$ cat src/rtl/div_iter_unit_pkg.sv
// Shared types and sizing for the iterative restoring divider.
// Optional feature macro used by this slice: DIV_ZERO_DETECT_EN.
package div_pkg;

  localparam int DIV_WIDTH = 32;
  localparam int DIV_CNT_W = $clog2(DIV_WIDTH);

  typedef enum logic [1:0] {
    IDLE = 2'd0,
    CALC = 2'd1,
    FIX  = 2'd2,
    DONE = 2'd3
  } div_state_e;

endpackage

$ cat src/rtl/div_iter_unit_if.sv
// Request/result interface between the control FSM (master) and the divider (slave).
// The dz flag exists only when DIV_ZERO_DETECT_EN is defined.
interface div_iter_unit_if import div_pkg::*; #(
  parameter int WIDTH = DIV_WIDTH
);
  logic             start;
  logic             is_signed;
  logic [WIDTH-1:0] dividend;
  logic [WIDTH-1:0] divisor;
  logic             busy;
  logic             done;
  logic [WIDTH-1:0] q;
  logic [WIDTH-1:0] r;
  logic             lo_we;
  logic             hi_we;
`ifdef DIV_ZERO_DETECT_EN
  logic             dz;

  modport master (
    output start, is_signed, dividend, divisor,
    input  busy, done, q, r, lo_we, hi_we, dz
  );
  modport slave (
    input  start, is_signed, dividend, divisor,
    output busy, done, q, r, lo_we, hi_we, dz
  );
`else
  modport master (
    output start, is_signed, dividend, divisor,
    input  busy, done, q, r, lo_we, hi_we
  );
  modport slave (
    input  start, is_signed, dividend, divisor,
    output busy, done, q, r, lo_we, hi_we
  );
`endif
endinterface

$ cat src/rtl/div_iter_unit_step.sv
// One combinational restoring-division step: shift in the next dividend bit,
// trial-subtract the divisor, keep the difference when it does not go negative.
module div_step import div_pkg::*; #(
  parameter int WIDTH = DIV_WIDTH
) (
  input  logic [WIDTH-1:0] rem,
  input  logic [WIDTH-1:0] quo,
  input  logic [WIDTH-1:0] divisor,
  output logic [WIDTH-1:0] rem_next,
  output logic [WIDTH-1:0] quo_next
);

  logic [WIDTH:0]   rem_sh;
  logic [WIDTH-1:0] diff;
  logic             ge;

  always_comb begin
    // The extra top bit carries the shifted-out remainder MSB into the compare.
    rem_sh = {rem, quo[WIDTH-1]};
    ge     = (rem_sh >= {1'b0, divisor});
    diff   = rem_sh[WIDTH-1:0] - divisor;
    if (ge) begin
      rem_next = diff;
      quo_next = {quo[WIDTH-2:0], 1'b1};
    end else begin
      rem_next = rem_sh[WIDTH-1:0];
      quo_next = {quo[WIDTH-2:0], 1'b0};
    end
  end

endmodule

$ cat src/rtl/div_iter_unit.sv
// Multi-cycle DIV/DIVU unit writing quotient to Lo and remainder to Hi.
// Optional divide-by-zero early exit: DIV_ZERO_DETECT_EN.
module div_iter_unit import div_pkg::*; #(
  parameter int WIDTH = DIV_WIDTH
) (
  input  logic           clk,
  input  logic           reset,
  div_iter_unit_if.slave bus
);

  localparam int CNT_W = $clog2(WIDTH);

  div_state_e       state_q, state_d;
  logic [CNT_W-1:0] cnt_q, cnt_d;
  logic [WIDTH-1:0] rem_q, rem_d;
  logic [WIDTH-1:0] quo_q, quo_d;
  logic [WIDTH-1:0] dsr_q, dsr_d;
  logic [WIDTH-1:0] q_q, q_d;
  logic [WIDTH-1:0] r_q, r_d;
  logic             quo_neg_q, quo_neg_d;
  logic             rem_neg_q, rem_neg_d;
  logic             busy_q, busy_d;
  logic             done_q, done_d;
  logic             we_q, we_d;
  logic [WIDTH-1:0] step_rem, step_quo;
  logic             neg_a, neg_b;
`ifdef DIV_ZERO_DETECT_EN
  logic             dz_q, dz_d;
`endif

  assign neg_a = bus.is_signed & bus.dividend[WIDTH-1];
  assign neg_b = bus.is_signed & bus.divisor[WIDTH-1];

  div_step #(.WIDTH(WIDTH)) u_step (
    .rem      (rem_q),
    .quo      (quo_q),
    .divisor  (dsr_q),
    .rem_next (step_rem),
    .quo_next (step_quo)
  );

  always_comb begin
    state_d   = state_q;
    cnt_d     = cnt_q;
    rem_d     = rem_q;
    quo_d     = quo_q;
    dsr_d     = dsr_q;
    q_d       = q_q;
    r_d       = r_q;
    quo_neg_d = quo_neg_q;
    rem_neg_d = rem_neg_q;
    busy_d    = busy_q;
    done_d    = 1'b0;
    we_d      = 1'b0;
`ifdef DIV_ZERO_DETECT_EN
    dz_d      = 1'b0;
`endif
    case (state_q)
      IDLE: begin
        if (bus.start) begin
          quo_d     = neg_a ? -bus.dividend : bus.dividend;
          dsr_d     = neg_b ? -bus.divisor  : bus.divisor;
          rem_d     = '0;
          cnt_d     = '0;
          quo_neg_d = neg_a ^ neg_b;
          rem_neg_d = neg_a;
          busy_d    = 1'b1;
          state_d   = CALC;
`ifdef DIV_ZERO_DETECT_EN
          // Skip the iteration entirely and leave Hi/Lo untouched.
          if (bus.divisor == '0) begin
            state_d = DONE;
            done_d  = 1'b1;
            dz_d    = 1'b1;
            q_d     = '0;
            r_d     = '0;
          end
`endif
        end
      end
      CALC: begin
        rem_d = step_rem;
        quo_d = step_quo;
        cnt_d = cnt_q + CNT_W'(1);
        if (cnt_q == CNT_W'(WIDTH - 1)) begin
          state_d = FIX;
        end
      end
      FIX: begin
        q_d     = quo_neg_q ? -quo_q : quo_q;
        r_d     = rem_neg_q ? -rem_q : rem_q;
        done_d  = 1'b1;
        we_d    = 1'b1;
        state_d = DONE;
      end
      DONE: begin
        busy_d  = 1'b0;
        state_d = IDLE;
      end
      default: state_d = IDLE;
    endcase
  end

  always_ff @(posedge clk) begin
    if (reset) begin
      state_q   <= IDLE;
      cnt_q     <= '0;
      rem_q     <= '0;
      quo_q     <= '0;
      dsr_q     <= '0;
      q_q       <= '0;
      r_q       <= '0;
      quo_neg_q <= 1'b0;
      rem_neg_q <= 1'b0;
      busy_q    <= 1'b0;
      done_q    <= 1'b0;
      we_q      <= 1'b0;
`ifdef DIV_ZERO_DETECT_EN
      dz_q      <= 1'b0;
`endif
    end else begin
      state_q   <= state_d;
      cnt_q     <= cnt_d;
      rem_q     <= rem_d;
      quo_q     <= quo_d;
      dsr_q     <= dsr_d;
      q_q       <= q_d;
      r_q       <= r_d;
      quo_neg_q <= quo_neg_d;
      rem_neg_q <= rem_neg_d;
      busy_q    <= busy_d;
      done_q    <= done_d;
      we_q      <= we_d;
`ifdef DIV_ZERO_DETECT_EN
      dz_q      <= dz_d;
`endif
    end
  end

  assign bus.busy  = busy_q;
  assign bus.done  = done_q;
  assign bus.q     = q_q;
  assign bus.r     = r_q;
  assign bus.lo_we = we_q;
  assign bus.hi_we = we_q;
`ifdef DIV_ZERO_DETECT_EN
  assign bus.dz    = dz_q;
`endif

endmodule
$ cat src/flat_wrapper.sv
// flat-port wrapper written by rule: the top's interface ports become plain ports
module div_iter_unit_flat import div_pkg::*;
#(
  parameter int WIDTH = DIV_WIDTH
)
  (clk, reset, bus_start, bus_is_signed, bus_dividend, bus_divisor, bus_busy, bus_done, bus_q, bus_r, bus_lo_we, bus_hi_we);
  div_iter_unit_if #(.WIDTH(WIDTH)) bus_i ();
  input  logic clk;
  input  logic reset;
  input wire logic [$bits(bus_i.start)-1:0] bus_start;
  input wire logic [$bits(bus_i.is_signed)-1:0] bus_is_signed;
  input wire logic [$bits(bus_i.dividend)-1:0] bus_dividend;
  input wire logic [$bits(bus_i.divisor)-1:0] bus_divisor;
  output wire logic [$bits(bus_i.busy)-1:0] bus_busy;
  output wire logic [$bits(bus_i.done)-1:0] bus_done;
  output wire logic [$bits(bus_i.q)-1:0] bus_q;
  output wire logic [$bits(bus_i.r)-1:0] bus_r;
  output wire logic [$bits(bus_i.lo_we)-1:0] bus_lo_we;
  output wire logic [$bits(bus_i.hi_we)-1:0] bus_hi_we;
  assign bus_i.start = bus_start;
  assign bus_i.is_signed = bus_is_signed;
  assign bus_i.dividend = bus_dividend;
  assign bus_i.divisor = bus_divisor;
  assign bus_busy = bus_i.busy;
  assign bus_done = bus_i.done;
  assign bus_q = bus_i.q;
  assign bus_r = bus_i.r;
  assign bus_lo_we = bus_i.lo_we;
  assign bus_hi_we = bus_i.hi_we;
  div_iter_unit #(.WIDTH(WIDTH)) u_core (.clk(clk), .reset(reset), .bus(bus_i));
endmodule
$ cat config.mk
export PLATFORM = sky130hd
export DESIGN_NAME = div_iter_unit_flat
export DESIGN_NICKNAME = d
export VERILOG_FILES = /design/src/rtl/div_iter_unit_pkg.sv /design/src/rtl/div_iter_unit_if.sv /design/src/rtl/div_iter_unit_step.sv /design/src/rtl/div_iter_unit.sv /design/src/flat_wrapper.sv
export SDC_FILE = /design/constraint.sdc
export NUM_CORES = 1
export LEC_CHECK = 0
export BUFFER_PORTS_ARGS = -buffer_cell sky130_fd_sc_hd__buf_2
export CORE_MARGIN = 3
export CORE_UTILIZATION = 52
export DETAILED_ROUTE_END_ITERATION = 8
export PLACE_DENSITY = 0.77
export SLEW_MARGIN = 20
export SYNTH_ARGS = -nofsm -noshare
export SYNTH_HDL_FRONTEND = slang
export SYNTH_HIERARCHICAL = 1
export SYNTH_SLANG_ARGS = --single-unit
$ cat constraint.sdc
create_clock -name clk -period 2.8 [get_ports clk]
set_input_delay 0.56 -clock clk [delete_from_list [all_inputs] [get_ports clk]]
set_output_delay 0.56 -clock clk [all_outputs]
set_load 0.01 [all_outputs]
======== After elaboration in Yosys (flattened, before gate mapping) ========
Cells that the tools add are included.
storage, ports and cells
  output and inout port bits .............. 68
  register bits after elaboration ......... 171
  input port bits ......................... 68
operators by class
  $lt $le $gt $ge ......................... 1
  multiplexer cells ....................... 18
  add/sub/neg operators ................... 6
  eq/ne operators ......................... 6
  reductions and logical operators ........ 7
  bitwise logic cells ..................... 3
operator list
  cell                                                             count
  32-bit two-way mux                                               7
  32-bit negation                                                  4
  32-bit one-hot mux with 2 select lines                           2
  33-bit by 32-bit >= comparator with 1-bit output                 1
  32-bit subtractor                                                1
  5-bit one-hot mux with 2 select lines                            1
  2-bit one-hot mux with 4 select lines                            1
  2-bit AND reduction                                              4
  5-bit by 1-bit adder with 5-bit output, second input constant    1
  5-bit == test, second input constant                             1
  5-bit two-way mux                                                1
  2-bit == test, second input constant                             2
  2-bit two-way mux                                                2
  2-bit nonzero test                                               2
  1-bit two-way mux                                                3
  1-bit bitwise AND                                                2
  2-bit by 1-bit == test with 1-bit output, second input constant  1
  2-bit logical NOT                                                1
  2-bit by 1-bit != test with 1-bit output, second input constant  1
  2-bit != test, second input constant                             1
  1-bit one-hot mux with 2 select lines                            1
  1-bit XOR                                                        1

======== Depth between registers and ports, before layout ========
Gate-level depths: netlist of the first run.
  word-level depth ........................ 4
  depth in mapped cells ................... 16
  gate-level depth less buffers ........... 13

======== Modules after synthesis ========
Netlist of the first run, hierarchy kept.
modules (own cells, without submodules)
  module         seq. area each (um2)  cells each  area each (um2)  instances
  div_iter_unit  3423.3                1127        9227.6           1
  div_step       0.0                   355         2571.2           1

======== Least setup slack after synthesis of the first run ========
No wires, ideal clock.
  path type ............................... register to register
  start point ............................. reg u_core.rem_q[9]
  end point ............................... reg u_core.rem_q[21]
  path slack .............................. -0.236 ns
  setup time .............................. 0.128 ns
  buffers on the path ..................... 3
  arrival time ............................ 2.909 ns
  stages on the path, launching flop included .. 16
  required time ........................... 2.672 ns
  path through ............................ dfxtp_1 > ha_1 > clkbuf_1 > nand4_1 > a211oi_1 > or3_4 > nor4b_4 > o21ai_2 > a31oi_4 > o21a_4 > inv_2 > buf_6 > buf_12 > mux2_4 > a22oi_1 > nor2_1
on the way
  word-level cells in the longest chain between the ends .. 3
ends and longest elaborated chain
  item                                              line                      RTL
  start: declaration                                div_iter_unit.sv:15       logic [WIDTH-1:0] rem_q, rem_d;
  start signal: assignment                          div_iter_unit.sv:124      rem_q <= rem_d;
  33-bit by 32-bit >= comparator with 1-bit output  div_iter_unit_step.sv:20  ge = (rem_sh >= {1'b0, divisor});
  via u_core.u_step.ge                              div_iter_unit_step.sv:15  logic ge;
  32-bit two-way mux                                div_iter_unit_step.sv:22  if (ge) begin
  via u_core.step_rem[21]                           div_iter_unit.sv:25       logic [WIDTH-1:0] step_rem, step_quo;
  32-bit one-hot mux with 2 select lines            div_iter_unit.sv:58       case (state_q)
The timed path passes the listed nets, and every way through them passes these cells.
A chain may end at the register's enable or synchronous reset.

======== Worst setup path after layout of the first run ========
  start point ............................. reg u_core.dsr_q[30]
  end point ............................... reg u_core.rem_q[19]
on the way
  word-level cells in the longest chain between the ends .. 3
ends and longest elaborated chain
  item                                              line                      RTL
  start: declaration                                div_iter_unit.sv:17       logic [WIDTH-1:0] dsr_q, dsr_d;
  start signal: assignment                          div_iter_unit.sv:126      dsr_q <= dsr_d;
  33-bit by 32-bit >= comparator with 1-bit output  div_iter_unit_step.sv:20
  32-bit two-way mux                                div_iter_unit_step.sv:22
  via u_core.step_rem[19]                           div_iter_unit.sv:25
  32-bit one-hot mux with 2 select lines            div_iter_unit.sv:58
The timed path passes the listed nets, and every way through them passes these cells.

==> results.md, run 1 <==
- Clk slew on worst S/H paths: 70 ps
- First-pass GRT wire length: 55900 um
- CP max stage delay: between 300 and 400 ps
- Worst path slowest cell: nor4_1
- Top FF cell, synth: dfxtp_1
- Final Hold Vio Count: 0
- Detailed placement HPWL: ~26000 um
- Final RePlAce weighted congestion: 0.968
- Mapped Area: around 0.012 mm2
- Layout area overhead: 22.1%
- GRT overflow: 0
- Gate power share: 51.2%
- CTS root buf: clkbuf_16
- Outcome: complete, but fails checks
- Slew Viols, Final: 0
- Max cap viols: 0
- CTS sink count: about 170
- # H-tree levels: 4
- Clock buffer depth: 2
- DRC errors left: 0
- Final Util: 65.4%
- #FFs+latches synth: ~170
- Routed WL: roughly 35000 um
- R2R cell count: 13
- VDD IR-drop max: roughly 0.45 mV
- Endpoints failing setup: 7
- Tcrit/Tclk final: 101%
- Achievable Freq: about 350 MHz
- Pwr dens: 864 mW/mm2
- Nets@finish: 1767
- Starting Density: 53.6%
- Static leakage: between 6 and 7 nW
- Final non-filler cell total: 1949
- # fillers: between 1500 and 2000
- Hold Path Origin: bus_divisor[23]
- Nature of the critical path startpoint: flop
- Top cell type's share of synthesized area: slightly below 30%
- Total GRT Usage: roughly 28%
- Hold/Removal Path Class: input pin to flop
- Synthesized area per cell: roughly 8 um2
- Setup slack, reg-to-reg: -30 ps
- Largest net degree at the start of global routing: 51
- P_sw: between 5 and 6 mW
- Final min period: approximately 2800 ps
- Row cnt: 54
- Placed Area: about 0.013 mm2
- Worst Path Buf+Inv: 4
- Critical path arrival: about 3100 ps
- Layout cell share with drive strength beyond 1: between 20% and 30%
- RSZ-0062 raised after global routing: yes
- Max transition margin: a little over a third
- Antenna cells: 0
- Final worst slack: -30.8 ps
- Vias/cell: a little over 6
- Die Y: approximately 160 um
- Detailed Route Iter0 Violations: around 1100
- Post-synth EDFFs: 0
- Cells after Synth: around 1500
- Vias: 11900
- CP required: 3110 ps
- Post-CTS Hold Fix Bufs: 0
- Pwr Total: 12.4 mW
- Failing checks: negative setup slack
- Setup CP Type: flop to flop
- Critical Path End Type: flop
- Insertion delay to the later sink of the worst-skew pair: around 450 ps
- Post-route ant nets: 0
- Async SR Flop Fraction: 0%
- Total die area: approximately 0.025 mm2
- CTS Buf Count: 17
- R2r endpoint: u_core/rem_q[19]$_SDFFE_PP0P_
- Drt wl/cell: between 15 and 20 um
- Clock network power share: 19.9%
- Register area share after synthesis: roughly 29%
- Post-route cell area: around 0.014 mm2
- Leading area contributor after synthesis: dfxtp_1
- Yosys cell types: 87
- Crit-path leading delay family: compound AO/OA/AOI/OAI gates
- Synthesized Nets: 1593
- Antenna violations before repair: 0
- Synth top area cells: dfxtp_1 (29%), nor2_1 (5.3%), ha_1 (4.5%), xnor2_1 (4.2%), xor2_1 (4.2%)
- Worst Clk Skew: roughly 14 ps
- Reg power frac: 28.9%
- Die W: between 150 and 200 um
- Switching share of power: between 40 and 50%
- Internal power: approximately 7 mW
- Hold-critical path depth: 3
- TritonCTS clock tree: yes
- IO Pins: ~140
- Worst reg2reg startpoint: u_core/dsr_q[30]$_SDFFE_PP0P_
- Worst Max-Slew Pin Slew: roughly 1000 ps
- Setup TNS: -117 ps
- DRT Pass-1 Iters: 8
- Number of warning messages in the yosys log: 6
- Peak fanout along the critical path: 7
- Inst Count DP: 1908
- Placeable Area: 0.0220 mm2
- Cell-by-cell trace of the critical path: inv_1 -> ha_1 -> buf_4 -> nand3_1 -> nor4_1 -> a31oi_1 -> a21boi_1 -> o21a_4 -> inv_8 -> clkbuf_16 -> mux2_2 -> a22oi_1 -> nor2_1
- Vias in the first global route: 10800
- Hold EP: u_core/dsr_q[23]$_SDFFE_PP0P_
- Port bufs: 135
through the flow:
step	setup slack [ps]	hold slack (ps)
2_1_floorplan	-143	425
3_5_place_dp	-141	440
6_report	-30.8	425
3_3_place_gp	-75.4	434
4_1_cts	-49.8	410
5_1_grt	-123	432
power groups by stage:
stage	Clock (mW)	Sequential (mW)	Combinational, mW
finish	2.48	3.60	6.37
global route	2.61	3.65	6.98
CTS	2.50	3.55	6.08
detailed placement	0	3.60	5.88
global placement	0	3.57	5.77
floorplan	0	3.55	4.17
how the worst max path moves through the flow:
| stage | startpoint | end | slack (ps) | depth (start not counted) |
|---|---|---|---|---|
| final | u_core/dsr_q[30]$_SDFFE_PP0P_ | u_core/rem_q[19]$_SDFFE_PP0P_ | -30 | 13 |
| after floorplan | u_core/rem_q[9]$_SDFFE_PP0P_ | u_core/rem_q[21]$_SDFFE_PP0P_ | -140 | 15 |
| after detailed placement | u_core/dsr_q[8]$_SDFFE_PP0P_ | u_core/rem_q[10]$_SDFFE_PP0P_ | -140 | 14 |
| after global routing | u_core/dsr_q[31]$_SDFFE_PP0P_ | u_core/rem_q[9]$_SDFFE_PP0P_ | -120 | 12 |
| after global placement | u_core/dsr_q[7]$_SDFFE_PP0P_ | u_core/rem_q[30]$_SDFFE_PP0P_ | -80 | 14 |
| after CTS | u_core/dsr_q[7]$_SDFFE_PP0P_ | u_core/rem_q[24]$_SDFFE_PP0P_ | -50 | 14 |
logic make-up (layout without fill, tap and decap cells):
logic type / Yosys count / after routing / share of synthesized area [%]
simple gates: 493 / 493 / 21.0
compound gates: 421 / 421 / 24.6
buf+inv: 190 / 377 / 7.42
flops: 171 / 171 / 29.0
xor+xnor: 113 / 113 / 8.39
mux: 51 / 51 / 4.94
fa+ha+maj: 43 / 43 / 4.62
worst reg2reg max path, delay by kind of cell (launching register included):
family          cells  cell delay, ps
fa+ha+maj           1             290
flops               1             350
simple gates        3             560
buf+inv             4             490
mux                 1             340
compound gates      4             650
cell usage in the layout (no fill, tap or decap), types with 20 or more instances in the layout:
cell      instances
and3_1           21
o21ai_0          59
nor2_1          164
dfxtp_1         158
nand3_1          33
o21ai_1          21
nand2_1         101
xor2_1           56
buf_2           134
buf_4           138
ha_1             25
mux2i_1          20
a21oi_1          73
xnor2_1          57
nor3_1           33
a31oi_1          24
or3_1            23
inv_1            60
a22oi_1          21
a211oi_1         47
layout make-up:
class | instances | area (um2) | share of cell area [%]
flip-flops and latches | 171 | 3440 | 23.9
well taps | 280 | 350 | 2.43
repair buffers | 277 | 1820 | 12.6
multi-input cells | 1121 | 7910 | 54.9
clock inverters | 15 | 196 | 1.36
inverters | 68 | 263 | 1.82
clock buffers | 17 | 425 | 2.95
per-layer routing:
metal	up-vias	part of all wire, %	global-route usage, %
li1	5766	-	-
met1	5594	45	40.5
met2	503	44	42.3
met3	52	9.0	5.75
met4	0	1.6	7.25
met5	-	0	0
state kept, by name, summed over array words and instances (netlist names):
signal and cells:
u_core/bus.busy 1, u_core/rem_q 32, u_core/cnt_q 5, u_core/bus.hi_we 1, u_core/bus.r 32, u_core/quo_q 32
u_core/state_q 2, u_core/bus.q 32, u_core/rem_neg_q 1, u_core/quo_neg_q 1, u_core/dsr_q 32
cells in the mapped netlist (10+ instances only):
cell type	n
nor2_1	167
o21ai_0	63
or4_1	14
a31oi_1	25
mux2i_1	20
a221oi_1	12
nor2b_1	12
mux2_2	22
a21oi_1	77
o211ai_1	17
or3_1	23
a22oi_1	37
nor4_1	18
o21ai_1	18
xnor2_1	57
nand4_1	13
xor2_1	56
o31ai_1	19
ha_1	42
a41oi_1	10
o41ai_1	14
and3_1	21
inv_1	66
buf_4	34
dfxtp_1	171
nor3b_1	10
nand2_1	101
nand3_1	33
clkbuf_1	73
nor3_1	35
a211oi_1	48
repair_timing:
action,in CTS,in global routing
buffers inserted,3,3
resized for setup,31,50
endpoints found under the setup margin,29,30
cloned,1,2
pin swaps,11,19
Power figures use the tool's default switching activity.
==> inputs of run 2 (changes only) <==
PLACE_DENSITY = 0.74   (was 0.77)
clock period = 3.3 ns   (was 2.8 ns; I/O delays follow)
==> results.md, run 2 (synthesis results as in run 1) <==
- Static leakage: approximately 5.6 nW
- Hold slack: 448 ps
- Worst Clk Skew: 14.2 ps
- Setup TNS: 0 ps
- Internal power: 5.67 mW
- Placed Area: around 0.013 mm2
- Endpoints failing setup: 0
- Max transition margin: around 28%
- Worst Max-Slew Pin Slew: ~1100 ps
- Layout cell share with drive strength beyond 1: between 10% and 20%
- Layout area overhead: 14.3%
- Pwr dens: 745 mW/mm2
- IO Pins: between 100 and 150
- Achievable Freq: 315 MHz
- Total die area: about 0.025 mm2
- Antenna cells: 0
- # fillers: roughly 2000
- Vias/cell: 6.13
- Nets@finish: 1702
- Insertion delay to the later sink of the worst-skew pair: 440 ps
- Vias in the first global route: approximately 10000
- # H-tree levels: 4
- Row cnt: 54
- CTS Buf Count: 17
- Max cap viols: 0
- Hold/Removal Path Class: flop to flop
- Detailed placement HPWL: between 20000 and 30000 um
- Final min period: between 3000 and 4000 ps
- TritonCTS clock tree: yes
- Clock buffer depth: 2
- Port bufs: 135
- Critical Path End Type: flop
- Clk slew on worst S/H paths: roughly 70 ps
- Post-CTS Hold Fix Bufs: 0
- Die W: roughly 160 um
- DRT Pass-1 Iters: 5
- Gate power share: about 48%
- Most frequent cells in the layout: dfxtp_1 (170), nor2_1 (165), buf_2 (134)
- Clock network power share: approximately a fifth
- Outcome: finished clean
- Register area: approximately 0.0034 mm2
- Post-route cell area: around 0.013 mm2
- Total GRT Usage: 27.0%
- Reg power frac: a little under a third
- RSZ-0062 raised after global routing: no
- VDD IR-drop max: approximately 0.42 mV
- Final Util: between 60% and 70%
- Largest net degree at the start of global routing: 76
- Nature of the critical path startpoint: flop
- Commonest non-fill, non-tap cell in the layout: dfxtp_1
- Final non-filler cell total: around 1900
- Peak fanout along the critical path: 4
- Setup CP Type: flop to flop
- Final RePlAce weighted congestion: approximately 0.91
- Detailed Route Iter0 Violations: roughly 1300
- Routed WL: 34200 um
- Drt wl/cell: 18.2 um
- Placeable Area: ~0.022 mm2
- CP required: between 3000 and 4000 ps
- Final Hold Vio Count: 0
- P_sw: roughly 4.4 mW
- Starting Density: 53.6%
- Die Y: ~160 um
- Slew Viols, Final: 0
- CTS sink count: around 170
- DRC errors left: 0
- Vias: ~12000
- GRT overflow: 0
- Multi-input logic area: approximately 0.0075 mm2
- CTS root buf: clkbuf_16
- Tcrit/Tclk final: 96.2%
- Critical path arrival: 3470 ps
- Post-route ant nets: 0
- Antenna violations before repair: 0
- First-pass GRT wire length: about 54000 um
- Switching share of power: 43.6%
- Inst Count DP: ~1900
## run 2: changes by cell type in the layout (fill, tap and decap cells not counted), moves of 4 or more
cell / before / now
buf_4: 138 / 76
a22oi_1: 21 / 37
a22oi_2: 16 / 0
ha_1: 25 / 41
ha_4: 16 / 1
dfxtp_1: 158 / 170
dfxtp_2: 11 / 1
inv_1: 60 / 66
inv_2: 6 / 0
clkinv_4: 0 / 5
clkinv_8: 5 / 1
inv_8: 4 / 0
## run 2: what timing repair did
action,CTS,global route
gates cloned,0,0
gates resized for setup,1,6
pin swaps,0,3
endpoints found under the setup margin,8,23
setup buffers,0,2
## run 2: cell type report
| class | count | share of cell area [%] |
|---|---|---|
| multi-input cells | 1121 | 55.9 |
| repair buffers | 212 | 9.50 |
| flip-flops and latches | 171 | 25.4 |
| clock inverters | 13 | 1.36 |
| inverters | 68 | 1.93 |
| clock buffers | 19 | 3.29 |
| well taps | 280 | 2.60 |
## run 2: power groups by stage
stage,clock [mW],combinational (mW),sequential [mW]
after floorplan,0,3.50,3.01
after global placement,0,4.63,3.05
after detailed placement,0,4.69,3.07
after CTS,2.16,4.72,3.03
after global routing,2.25,5.31,3.10
final,2.15,4.84,3.05
## run 2: through the flow
step | setup WS, ps | total power [mW]
floorplan | 264 | 6.51
CTS | 55.4 | 9.91
detailed placement | 9.43 | 7.76
global route | 6.46 | 10.7
global placement | 74.5 | 7.68
finish | 127 | 10.0
## run 2: critical path, cell delays in order (launching register included)
cell	delay, ps
dfxtp_1	330
inv_1	40
ha_1	330
a21oi_2	240
a211oi_1	120
or3_4	400
nor4b_4	340
and2b_1	280
a211oi_1	330
xnor2_1	150
mux2_4	270
a22oi_1	160
nor2_1	50
## run 2: worst paths after layout
kind,from,endpoint,slack [ps],depth (start not counted)
max,u_core/dsr_q[7]$_SDFFE_PP0P_,u_core/rem_q[21]$_SDFFE_PP0P_,130,12
min,u_core/bus.r[21]$_SDFFE_PP0P_,u_core/bus.r[21]$_SDFFE_PP0P_,450,2
max reg2reg,u_core/dsr_q[7]$_SDFFE_PP0P_,u_core/rem_q[21]$_SDFFE_PP0P_,130,12
min reg2reg,u_core/bus.r[21]$_SDFFE_PP0P_,u_core/bus.r[21]$_SDFFE_PP0P_,450,2
## run 2: layer usage
layer  vias to the layer above  GRT usage [%]  share of wire [%]
met1                      5384           42.8                 49
li1                       5621              -                  -
met2                       515           37.3                 40
met3                        26           5.37                9.7
met4                         0           5.71               0.77
met5                         -              0                  0
==> inputs of run 3 (changes only) <==
--- a/config.mk
+++ b/config.mk
@@ -9,4 +9,5 @@
 export CORE_MARGIN = 3
 export CORE_UTILIZATION = 52
+export CTS_CLUSTER_SIZE = 14
 export DETAILED_ROUTE_END_ITERATION = 8
 export PLACE_DENSITY = 0.74
==> constraint.sdc (replaced) <==
create_clock -name clk -period 3.3 [get_ports clk]
set_input_delay 0.33 -clock clk [delete_from_list [all_inputs] [get_ports clk]]
set_output_delay 0.33 -clock clk [all_outputs]
set_load 0.01 [all_outputs]
==> results.md, run 3 (synthesis results as in run 1) <==
- Outcome: finished clean
- CTS Buf Count: 17
- TritonCTS clock tree: yes
- Antenna violations before repair: 0
- Die W: roughly 160 um
- Antenna cells: 0
- Clock buffer depth: 2
- R2r endpoint: u_core/rem_q[30]$_SDFFE_PP0P_
- Pre-CTS WS: -19.6 ps
- Hold/Removal Path Class: input pin to flop
- DRC errors left: 0
- P_sw: about 4.4 mW
- Slew Viols, Final: 0
- Die Y: between 150 and 200 um
- Routed WL: approximately 34000 um
- Worst Clk Skew: ~12 ps
- Vias in the first global route: 10100
- Largest net degree at the start of global routing: 85
- Achievable Freq: 313 MHz
- Final non-filler cell total: about 1900
- Post-CTS Hold Fix Bufs: 0
- Endpoints failing setup: 0
- Commonest non-fill, non-tap cell in the layout: dfxtp_1
- Switching share of power: 44.6%
- Total die area: approximately 0.025 mm2
- Reg power frac: a little under a third
- Tcrit/Tclk final: between 90% and 100%
- Setup CP Type: flop to flop
- Detailed Route Iter0 Violations: between 1000 and 1500
- Static leakage: between 5 and 6 nW
- Internal power: 5.43 mW
- Total GRT Usage: 26.7%
- Vias/cell: between 6 and 7
- Placeable Area: 0.0220 mm2
- Nets@finish: roughly 1700
- Nature of the critical path startpoint: flop
- Multi-input logic area: 0.00753 mm2
- Final RePlAce weighted congestion: approximately 0.95
- Most frequent cells in the layout: dfxtp_1 (171), nor2_1 (166), buf_2 (134)
- End point of the critical path: u_core/rem_q[30]$_SDFFE_PP0P_
- Worst Max-Slew Pin Slew: roughly 1100 ps
- First-pass GRT wire length: around 53000 um
- Critical path arrival: approximately 3600 ps
- CP required: 3670 ps
- Hold slack: between 150 and 200 ps
- DRT Pass-1 Iters: 6
- VDD IR-drop max: around 0.57 mV
- Clock network power share: around a fifth
- Clk slew on worst S/H paths: around 70 ps
- CTS sink count: between 150 and 200
- Gate power share: 48.7%
- Max cap viols: 0
- R2R cell count: 14
- Register area: roughly 0.0034 mm2
- Crit path launch: u_core/quo_q[31]$_SDFFE_PP0P_
- GRT overflow: 0
- Starting Density: 53.6%
- Critical Path End Type: flop
- Final worst slack: 101 ps
- RSZ-0062 raised after global routing: yes
- Post-route ant nets: 0
- Setup TNS: 0 ps
- Max transition margin: a little under 30%
- Insertion delay to the later sink of the worst-skew pair: ~430 ps
- Port bufs: 135
- Pwr dens: around 730 mW/mm2
- Final Hold Vio Count: 0
- Row cnt: 54
- CTS root buf: clkbuf_16
- Setup slack, reg-to-reg: 100 ps
- Final Util: 60.9%
- # H-tree levels: 4
- IO Pins: between 100 and 150
- Drt wl/cell: approximately 18 um
- Inst Count DP: 1851
- Detailed placement HPWL: around 25000 um
- Worst reg2reg startpoint: u_core/quo_q[31]$_SDFFE_PP0P_
- Layout cell share with drive strength beyond 1: between 10% and 20%
- # fillers: about 2000
- Peak fanout along the critical path: 3
- Final min period: around 3200 ps
- Vias: between 10000 and 15000
- Layout area overhead: 13.6%
run 3: changes by cell type in the layout (fill, tap and decap cells not counted), sizes merged:
cell / previous run / this run
bufinv: 3 / 0
clkbuf: 19 / 18
clkinv: 7 / 6
inv: 70 / 75
run 3: cell type report:
cell class              instances  area share (%)
clock buffers                  18            3.28
clock inverters                14            1.13
inverters                      68            1.94
multi-input cells            1121            56.1
flip-flops and latches        171            25.5
well taps                     280            2.61
repair buffers                212            9.37
run 3: layer usage:
metal,vias to the layer above,global-route usage [%],wire length [um]
met2,493,37.0,13400
met1,5222,42.4,16700
met4,0,5.88,403
met3,27,4.81,3030
li1,5642,-,-
met5,-,0,0
run 3: worst min path at each step:
stage	start	endpoint	slack (ps)	depth (start not counted)
global route	bus_divisor[0]	u_core/dsr_q[0]$_SDFFE_PP0P_	200	3
finish	bus_divisor[23]	u_core/dsr_q[23]$_SDFFE_PP0P_	190	3
CTS	bus_divisor[23]	u_core/dsr_q[23]$_SDFFE_PP0P_	180	3
detailed placement	u_core/bus.r[22]$_SDFFE_PP0P_	u_core/bus.r[22]$_SDFFE_PP0P_	440	2
global placement	u_core/bus.q[13]$_SDFFE_PP0P_	u_core/bus.q[13]$_SDFFE_PP0P_	430	2
floorplan	u_core/dsr_q[13]$_SDFFE_PP0P_	u_core/dsr_q[13]$_SDFFE_PP0P_	430	2
run 3: through the flow:
step	instance area, um2	power (mW)
floorplan	11800	6.51
finish	13400	9.81
global route	13400	10.5
global placement	12800	7.64
CTS	13400	9.74
detailed placement	12800	7.73
run 3: power groups by stage:
| stage | Combinational, mW | Clock [mW] | Sequential (mW) |
|---|---|---|---|
| after floorplan | 3.50 | 0 | 3.01 |
| after global placement | 4.60 | 0 | 3.04 |
| after detailed placement | 4.67 | 0 | 3.07 |
| after CTS | 4.69 | 2.03 | 3.02 |
| after global routing | 5.26 | 2.11 | 3.10 |
| final | 4.77 | 1.99 | 3.04 |
run 3: repair_timing:
item,4_1_cts,5_1_grt
endpoints found under the setup margin,19,23
setup buffers,0,1
gates resized for setup,1,3
pin swaps,0,2
run 3: critical path, stage by stage (launching register included):
cell and delay (ps):
dfxtp_1 360, inv_1 90, ha_1 240, fa_1 420, nor2b_2 150, o31a_1 200, o21ai_0 160, o31ai_1 260
buf_4 180, a21oi_1 130, or3b_2 490, nand3_1 130, mux2_4 160, a22oi_1 60, nor2_1 100
